File: src/rtl/tm1638_pkg.sv
// tm1638_pkg: command bytes, FSM encoding and key decode
// shared by the TM1638 key reader and display writer.
package tm1638_pkg;

  typedef enum logic [2:0] {
    IDLE,
    SETUP,
    CMD,
    WAIT,
    READ
  } tm_state_e;

  localparam logic [7:0] CMD_READ_KEYS = 8'h42;

  localparam int KEY_LO_BIT = 0;
  localparam int KEY_HI_BIT = 4;

  function automatic logic [7:0] decode_keys(
    input logic [31:0] kb
  );
    logic [7:0] k;
    k = '0;
    for (int i = 0; i < 4; i++) begin
      k[i]   = kb[8*i+KEY_LO_BIT];
      k[i+4] = kb[8*i+KEY_HI_BIT];
    end
    return k;
  endfunction

endpackage

File: src/rtl/tm1638_bit_timer.sv
// tm1638_bit_timer: low-then-high serial bit cells with
// fall/rise strobes one cycle before each tm_clk edge.
module tm1638_bit_timer #(
  parameter int HALF_PERIOD = 4,
  parameter int CW = $clog2(HALF_PERIOD)
) (
  input  logic          clk,
  input  logic          rst_n,
  input  logic          en,
  output logic          fall,
  output logic          rise,
  output logic          phase,
  output logic [CW-1:0] cnt
);

  logic last;

  assign last = cnt == CW'(HALF_PERIOD - 1);
  assign fall = en && phase && last;
  assign rise = en && !phase && last;

  always_ff @(posedge clk) begin
    if (!rst_n || !en) begin
      cnt   <= '0;
      phase <= 1'b0;
    end else if (last) begin
      cnt   <= '0;
      phase <= ~phase;
    end else begin
      cnt   <= cnt + 1'b1;
    end
  end

endmodule

File: src/rtl/tm1638_key_reader.sv
// tm1638_key_reader: issues the 0x42 read-keys command and
// shifts in the 32-bit key scan from the TM1638.
module tm1638_key_reader
  import tm1638_pkg::*;
#(
  parameter int HALF_PERIOD = 4,
  parameter int WAIT_CYCLES = 8
) (
  input  logic        clk,
  input  logic        rst_n,
  input  logic        start,
  input  logic        dio_in,
  output logic        tm_clk,
  output logic        tm_stb,
  output logic        dio_out,
  output logic        dio_oe,
  output logic        busy,
  output logic        valid,
  output logic [31:0] key_bytes,
  output logic [7:0]  keys
);

  localparam int DLY_MAX =
    (HALF_PERIOD > WAIT_CYCLES) ? HALF_PERIOD : WAIT_CYCLES;
  localparam int DW = $clog2(DLY_MAX + 1);
  localparam int CW = $clog2(HALF_PERIOD);

  tm_state_e state, state_n;

  logic [DW-1:0] dly;
  logic [4:0]    bit_cnt;
  logic [31:0]   shreg;
  logic          tmr_en;
  logic          fall;
  logic          rise;
  logic          phase;
  logic [CW-1:0] tmr_cnt;
  logic          tmr_cnt_unused;
  logic          dly_hp;
  logic          dly_wait;

  tm1638_bit_timer #(
    .HALF_PERIOD(HALF_PERIOD),
    .CW         (CW)
  ) u_timer (
    .clk  (clk),
    .rst_n(rst_n),
    .en   (tmr_en),
    .fall (fall),
    .rise (rise),
    .phase(phase),
    .cnt  (tmr_cnt)
  );

  assign tmr_cnt_unused = ^tmr_cnt;

  assign dly_hp   = dly == DW'(HALF_PERIOD - 1);
  assign dly_wait = dly == DW'(WAIT_CYCLES - 1);

  assign busy   = state != IDLE;
  assign tm_stb = state == IDLE;

  always_ff @(posedge clk) begin
    if (!rst_n) state <= IDLE;
    else        state <= state_n;
  end

  // A start coinciding with valid is dropped on purpose
  always_comb begin
    state_n = state;
    tmr_en  = 1'b0;
    tm_clk  = 1'b1;
    dio_oe  = 1'b0;
    unique case (state)
      IDLE: begin
        if (start && !valid) state_n = SETUP;
      end
      SETUP: begin
        dio_oe = 1'b1;
        if (dly_hp) state_n = CMD;
      end
      CMD: begin
        tmr_en = 1'b1;
        tm_clk = phase;
        dio_oe = 1'b1;
        if (fall && bit_cnt == 5'd7) state_n = WAIT;
      end
      WAIT: begin
        if (dly_wait) state_n = READ;
      end
      READ: begin
        tmr_en = 1'b1;
        tm_clk = phase;
        if (fall && bit_cnt == 5'd31) state_n = IDLE;
      end
      default: state_n = IDLE;
    endcase
  end

  always_ff @(posedge clk) begin
    if (!rst_n) begin
      dly       <= '0;
      bit_cnt   <= '0;
      shreg     <= '0;
      dio_out   <= 1'b1;
      valid     <= 1'b0;
      key_bytes <= '0;
      keys      <= '0;
    end else begin
      valid <= 1'b0;
      if ((state == SETUP || state == WAIT) && state_n == state)
        dly <= dly + 1'b1;
      else
        dly <= '0;
      if (state_n != state) bit_cnt <= '0;
      else if (fall)        bit_cnt <= bit_cnt + 1'b1;
      // dio_out moves with the falling edge of tm_clk
      if (state == IDLE && state_n == SETUP)
        dio_out <= CMD_READ_KEYS[0];
      else if (state == CMD && fall && state_n == CMD)
        dio_out <= CMD_READ_KEYS[bit_cnt[2:0] + 3'd1];
      else if (state_n == IDLE)
        dio_out <= 1'b1;
      if (state == READ && rise)
        shreg <= {dio_in, shreg[31:1]};
      if (state == READ && state_n == IDLE) begin
        valid     <= 1'b1;
        key_bytes <= shreg;
        keys      <= decode_keys(shreg);
      end
    end
  end

endmodule

File: config.mk
export PLATFORM = sky130hd
export DESIGN_NAME = tm1638_key_reader
export DESIGN_NICKNAME = d
export VERILOG_FILES = /design/src/rtl/tm1638_pkg.sv /design/src/rtl/tm1638_bit_timer.sv /design/src/rtl/tm1638_key_reader.sv
export SDC_FILE = /design/constraint.sdc
export NUM_CORES = 1
export LEC_CHECK = 0
export ABC_CLOCK_PERIOD_IN_PS = 3000
export CORE_ASPECT_RATIO = 1.4
export CORE_MARGIN = 2
export CORE_UTILIZATION = 58
export CTS_CLUSTER_DIAMETER = 80
export DETAILED_ROUTE_END_ITERATION = 10
export GPL_ROUTABILITY_DRIVEN = 0
export PLACE_DENSITY = 0.85
export RECOVER_POWER = 100
export SYNTH_ARGS = -nofsm -noshare
export SYNTH_HDL_FRONTEND = slang
export SYNTH_HIERARCHICAL = 1
export SYNTH_SLANG_ARGS = --single-unit
File: constraint.sdc
create_clock -name clk -period 3 [get_ports clk]
set_input_delay 0.45 -clock clk [delete_from_list [all_inputs] [get_ports clk]]
set_output_delay 0.45 -clock clk [all_outputs]
set_load 0.05 [all_outputs]
==> flow_metrics.tcl, run 1 <==
set metrics [dict create \
    status "complete, no violations" \
    synth_top_flop_cell "dfxtp_1" \
    tightest_slew_ns 0.614 \
    synth_top_family_by_area "simple AND/OR/NAND/NOR gates" \
    r2r_slack_ns 0.43 \
    core-area_sq_um 5780 \
    required_ns 2.55 \
    p_int_mw 1.60 \
    num_rows 33 \
    worst_ir_drop_vdd_v 0.000376 \
    synth.area.top_cells "dfxtp_1 (48%), nand2_1 (14%), a21boi_1 (14%)" \
    syn2layout_area_growth_pct 18.4 \
    syn_avg_cell_area_sq_um 8.77 \
    cp.arrival_ns 2.27 \
    dieArea_sq_um 6510 \
    numPortBuffers 49 \
    async_flop_share_pct 0 \
    grt_max_degree 41 \
    clockBufferDepth 2 \
    syn_area_sq_um 3400 \
    post-synth-top-area-cell "dfxtp_1" \
    syn_inst 388 \
    antenna_found_initial 0 \
    finalNetCount 433 \
    setup_violations 0 \
    hp-class "reg -> reg" \
    die_h_um 94.6 \
    firstDrtPassIters 4 \
    yosysSeqAreaShare_pct 47.6 \
    vias 2639 \
    diodes 0 \
    end_kind "primary output" \
    cts_resized 0 \
    ys_seq_elements 81 \
    holdPathStages 2 \
    synth_edf_count 0 \
    slew_viol_final 0 \
    post-route-period-util_pct 90.7 \
    timing.slew.headroom_pct 59.1 \
    htreeDepth 3 \
    cts.sinks 81 \
    synth-simple-area-share_pct 22.4 \
    grtUsageTotal_pct 20.7 \
    routedWlPerCell_um 12.4 \
    hp-start "key_bytes[22]$_SDFFE_PN0P_" \
    fin_util_pct 69.7 \
    hold_end "key_bytes[22]$_SDFFE_PN0P_" \
    reg2reg_from "state[2]$_SDFF_PN0_" \
    cts_tree "done" \
    cts-root-buf "clkbuf_8" \
    share_comb_of_total_power_pct 3.6 \
    cts_buffers 9 \
    final_hold_viol_count 0 \
    floorplan.initialDensity_pct 58.9 \
    crit_type "reg -> out" \
    met2_usage_pct 35.5 \
    hold_buffers 0 \
    yosysWarnings 6 \
    io_pins 50 \
    clock_latency_ns 0.35 \
    detail-route-antenna-nets 0 \
    yosysUniqueCellTypes 40 \
    drt_iter0_drc 108 \
    switching_share_pct 21.9 \
    die_w_um 68.7 \
    drc 0 \
    worstSetupStartpointType "flip-flop" \
    total_power_mw 2.05 \
    fmaxAchievable_mhz 367 \
    path_clk_slew_ns 0.09 \
    synthesis.nets 399 \
    p_seq_share_pct 52.8 \
    clock_power_share_pct 43.5 \
    drive_gt1_share_pct 7.26 \
    yosysTopAreaCellShare_pct 47.6 \
    worst-path-max-fanout 15 \
    p_leak_nw 1.50 \
    reg2reg_depth 8 \
    globalRoute.busiestLayer "met2" \
    p_sw_mw 0.449 \
    wirelength_um 6150 \
    rsz0062_at_grt "false" \
    r2r-end "key_bytes[4]$_SDFFE_PN0P_" \
    postCtsSetupRepairBufs 0 \
    period_minus_slack_ns 2.72 \
    grt_overflow 0 \
    grt_use_met3_pct 4.65 \
    synth_compound_area_share_pct 17.4 \
    grt_pass1_wl_um 10300 \
    maxCapViolCount 0 \
    grt_util_met1_pct 24.1 \
    synth_adder_area_share_pct 2.57 \
    synthXorXnorAreaFrac_pct 2.57 \
    power.density_nw_per_um2 509 \
    clock_skew_ns 0.00860 \
    first_global_vias 2433 \
    viasPerCell 5.31 \
    fin_tns_setup_ns 0 \
    dp.final_hpwl_um 4230 \
    synthMuxAreaShare_pct 0.882 \
]
==> how the worst max path moves through the flow <==
stage	start	to	slack (ns)	cells past startpoint
CTS	state[2]$_SDFF_PN0_	tm_clk	0.36	3
global placement	state[2]$_SDFF_PN0_	tm_clk	0.79	3
floorplan	state[0]$_SDFF_PN0_	busy	0.83	3
finish	state[2]$_SDFF_PN0_	tm_clk	0.28	3
global route	state[2]$_SDFF_PN0_	key_bytes[4]$_SDFFE_PN0P_	0.19	8
detailed placement	state[2]$_SDFF_PN0_	key_bytes[10]$_SDFFE_PN0P_	0.73	8
==> kinds of logic (layout without fill, tap and decap cells) <==
family,count (synthesis),in the layout
buffers and inverters,38,77
AOI/OAI and AO/OA,76,76
muxes,3,3
adders and majority gates,7,7
xor gates and xnor gates,10,10
and+or+nand+nor,173,173
DFF,81,81
==> cell type report <==
cell class	count	area (sq um)
clock inverters	6	90.1
flip-flops and latches	81	1620
well taps	70	87.6
clock buffers	10	138
multi-input cells	269	1540
fillers	461	1750
inverters	5	18.8
repair buffers	56	536
==> registers in the layout (all words and copies together) (netlist names) <==
signal	flops
bit_cnt	5
dio_out	1
dly	4
key_bytes	32
shreg	32
state	3
u_timer/cnt	2
u_timer/phase	1
valid	1
==> layout by cell type (no fill, tap or decap), drive strengths merged, types with 2 or more instances in the layout <==
cell	n
nand2	133
dfxtp	81
a21boi	66
dlygate4sd3	46
nor2	15
clkbuf	11
xnor2	7
ha	7
buf	7
inv	6
nand3	4
nor2b	4
and3	3
nand4	3
nor3b	3
xor2	3
mux2i	3
a22oi	2
bufinv	2
clkdlybuf4s50	2
nor3	2
and4bb	2
clkinv	2
==> stage by stage <==
step | hold WS (ns) | cells | worst slack (ns) | cell area (sq um)
2_1_floorplan | 0.418 | 388 | 0.831 | 3400
3_3_place_gp | 0.430 | 481 | 0.792 | 3820
4_1_cts | 0.457 | 497 | 0.360 | 4050
6_report | 0.461 | 497 | 0.279 | 4030
5_1_grt | 0.482 | 497 | 0.187 | 4030
3_5_place_dp | 0.444 | 481 | 0.733 | 3820
==> synthesized netlist by cell type, drive strengths merged, types with 4 or more instances <==
cell and instances:
ha 7, dfxtp 81, nor2b 4, a21boi 66, inv 5, buf 19, xnor2 7, nand3 4
nand2 133, nor2 15, clkbuf 14
==> per-layer routing <==
| metal | wire, um | vias up |
|---|---|---|
| met4 | 99 | 0 |
| met1 | 2730 | 1241 |
| met5 | 0 | - |
| met3 | 240 | 12 |
| met2 | 3090 | 53 |
| li1 | - | 1333 |
==> worst max-delay path, stage by stage, from the launching register on <==
cell and delay [ns]:
dfxtp_1 0.68, xnor2_1 0.16, or3_1 0.32, dlygate4sd3_1 0.77
==> power by group through the flow <==
stage                     sequential (mW)  clock (mW)  combinational [mW]
after floorplan                      1.11           0              0.0613
after global placement               1.11           0              0.0793
after detailed placement             1.11           0              0.0801
after CTS                            1.08       0.905              0.0806
after global routing                 1.08       0.954              0.0806
final                                1.08       0.893              0.0745
Power figures use the tool's default switching activity.
==> inputs of run 2 (changes only) <==
ABC_AREA = 1   (was unset)
CAP_MARGIN = 20   (was unset)
CORE_UTILIZATION = 47   (was 58)
PLACE_DENSITY = 0.7   (was 0.85)
==> run 2 against run 1 <==
Compared with the run above: maximum frequency rose by 2.6%; final area rose by 4.1%; first-iteration DRC count rose by 61%; die area rose by 29%; synthesized cell count rose by 14%; sequential power barely moved; utilization fell by 13 points; combinational power rose by 45%; clock-buffer cell count rose by 2; non-clock buffer count rose by 1; routed wire length rose by 22%; sequential share of layout area fell by 1.6 points; critical path type unchanged; highest routed layer unchanged.
==> flow_metrics.tcl, run 2 <==
set metrics [dict create \
    stdcell_count 574 \
    wirelength_um 7540 \
    drt_iter0_drc 174 \
    floorplan.initialDensity_pct 48.7 \
    syn_area_sq_um 3610 \
    detail-route-antenna-nets 0 \
    cts_resized 0 \
    tightest_slew_ns 0.698 \
    die_h_um 108 \
    clock_latency_ns 0.34 \
    clockBufferDepth 2 \
    setup_violations 0 \
    yosysSeqAreaShare_pct 44.9 \
    viasPerCell 5.34 \
    synth_edf_count 0 \
    end_kind "primary output" \
    final_common_cell "nand2_1" \
    antenna_found_initial 0 \
    grt_overflow 0 \
    rsz0062_at_grt "false" \
    maxCapViolCount 0 \
    grtUsageTotal_pct 18.2 \
    synth_common_cells "dfxtp_1 (81), nand2_1 (75), a21oi_1 (46), nand3_1 (43), nand4_1 (35)" \
    num_rows 37 \
    cp.arrival_ns 2.20 \
    diodes 0 \
    yosysWarnings 6 \
    synthesis.nets 453 \
    p_sw_mw 0.458 \
    r2r_slack_ns 0.42 \
    io_pins 50 \
    p_seq_share_pct 58.2 \
    layout_common_cells "nand2_1 (82), dfxtp_1 (81), a21oi_1 (48), dlygate4sd3_1 (46), nand3_1 (44)" \
    synth_adder_area_share_pct 2.43 \
    timing.slew.headroom_pct 53.5 \
    status "complete, no violations" \
    synth_compound_area_share_pct 11.5 \
    slew_viol_final 0 \
    numPortBuffers 49 \
    required_ns 2.55 \
    dp.cells 557 \
    syn_avg_cell_area_sq_um 8.17 \
    core-area_sq_um 7410 \
    cts_tree "done" \
    postCtsSetupRepairBufs 0 \
    post-route-period-util_pct 88.4 \
    synthXorXnorAreaFrac_pct 0.485 \
    final_hold_viol_count 0 \
    synth_top_flop_cell "dfxtp_1" \
    hold_buffers 0 \
    switching_share_pct 24.6 \
    firstDrtPassIters 4 \
    cts.sinks 81 \
    dieArea_sq_um 8410 \
    synth-simple-area-share_pct 31.2 \
    crit_type "reg -> out" \
    syn_inst 442 \
    fin_tns_setup_ns 0 \
    hp-class "reg -> reg" \
    worst_ir_drop_vdd_v 0.000302 \
    power.density_nw_per_um2 443 \
    clock_skew_ns 0.00448 \
    path_clk_slew_ns 0.08 \
    cts-root-buf "clkbuf_8" \
    p_leak_nw 1.56 \
    synthMuxAreaShare_pct 0.277 \
    grt_pass1_wl_um 12400 \
    synth_most_common_cell "dfxtp_1" \
    drc 0 \
    routedWlPerCell_um 13.1 \
    post-synth-top-area-cell "dfxtp_1" \
    async_flop_share_pct 0 \
    cts_buffers 9 \
    htreeDepth 3 \
    vias 3065 \
    top_regs "key_bytes x32, shreg x32, bit_cnt x5" \
    fillers 730 \
    synth_top_family_by_area "simple AND/OR/NAND/NOR gates" \
    clock_power_share_pct 36.0 \
    drive_gt1_share_pct 14.7 \
    grt_max_degree 50 \
    finalNetCount 483 \
    first_global_vias 2851 \
    share_comb_of_total_power_pct 5.8 \
    yosysUniqueCellTypes 31 \
    dp.final_hpwl_um 4710 \
    p_int_mw 1.40 \
    die_w_um 78.1 \
    worst-path-max-fanout 6 \
    fmaxAchievable_mhz 377 \
    synth.area.top_cells "dfxtp_1 (45%), nand2_1 (7.8%), a21oi_1 (6.4%)" \
    yosysTopAreaCellShare_pct 44.9 \
    syn2layout_area_growth_pct 16.2 \
    ys_seq_elements 81 \
    period_minus_slack_ns 2.65 \
    worstSetupStartpointType "flip-flop" \
]
## run 2: cells by family after synthesis
logic type,count (synthesis)
xor gates and xnor gates,2
and+or+nand+nor,217
muxes,1
adders and majority gates,7
DFF,81
buffers and inverters,65
AOI/OAI and AO/OA,69
## run 2: final cells by class
type                    instances  area, sq um  area share, %
clock buffers                  12          135           3.22
clock inverters                 4         20.0          0.477
inverters                      26         97.6           2.33
multi-input cells             297         1640           39.1
flip-flops and latches         81         1620           38.7
well taps                      97          121           2.89
repair buffers                 57          561           13.4
## run 2: critical path, cell delays in order, from the launching register on
cell	delay, ns
dfxtp_1	0.37
nor2_2	0.19
inv_1	0.12
o21ai_1	0.29
nand2_1	0.11
dlygate4sd3_1	0.78
## run 2: power groups by stage
stage / combinational, mW / clock, mW / sequential, mW
2_1_floorplan: 0.0784 / 0 / 1.11
3_3_place_gp: 0.110 / 0 / 1.11
3_5_place_dp: 0.110 / 0 / 1.11
4_1_cts: 0.110 / 0.689 / 1.08
5_1_grt: 0.118 / 0.733 / 1.08
6_report: 0.108 / 0.669 / 1.08
## run 2: final timing paths
check | start | to | cells after the start
worst max-delay path | state[0]$_SDFF_PN0_ | tm_clk | 5
worst min-delay path | dly[0]$_SDFF_PN0_ | dly[0]$_SDFF_PN0_ | 1
worst max register to register | state[0]$_SDFF_PN0_ | bit_cnt[1]$_SDFFE_PP0P_ | 10
worst min register to register | dly[0]$_SDFF_PN0_ | dly[0]$_SDFF_PN0_ | 1
## run 2: layer usage
metal	part of all wire [%]	routed length, um	track usage [%]
met1	45	3390	22.3
met2	50	3740	31.0
met3	3.7	280	4.03
met4	1.6	124	7.27
met5	0	0	0
## run 2: per-stage QoR
step	hold slack (ns)	instance area, sq um	util [%]	worst slack (ns)	power, mW
2_1_floorplan	0.418	3610	-	0.720	1.19
3_3_place_gp	0.432	4070	54.9	0.385	1.22
3_5_place_dp	0.442	4070	54.9	0.241	1.22
4_1_cts	0.458	4220	57.0	0.206	1.88
5_1_grt	0.482	4200	56.6	0.156	1.93
6_report	0.450	4200	56.6	0.348	1.86
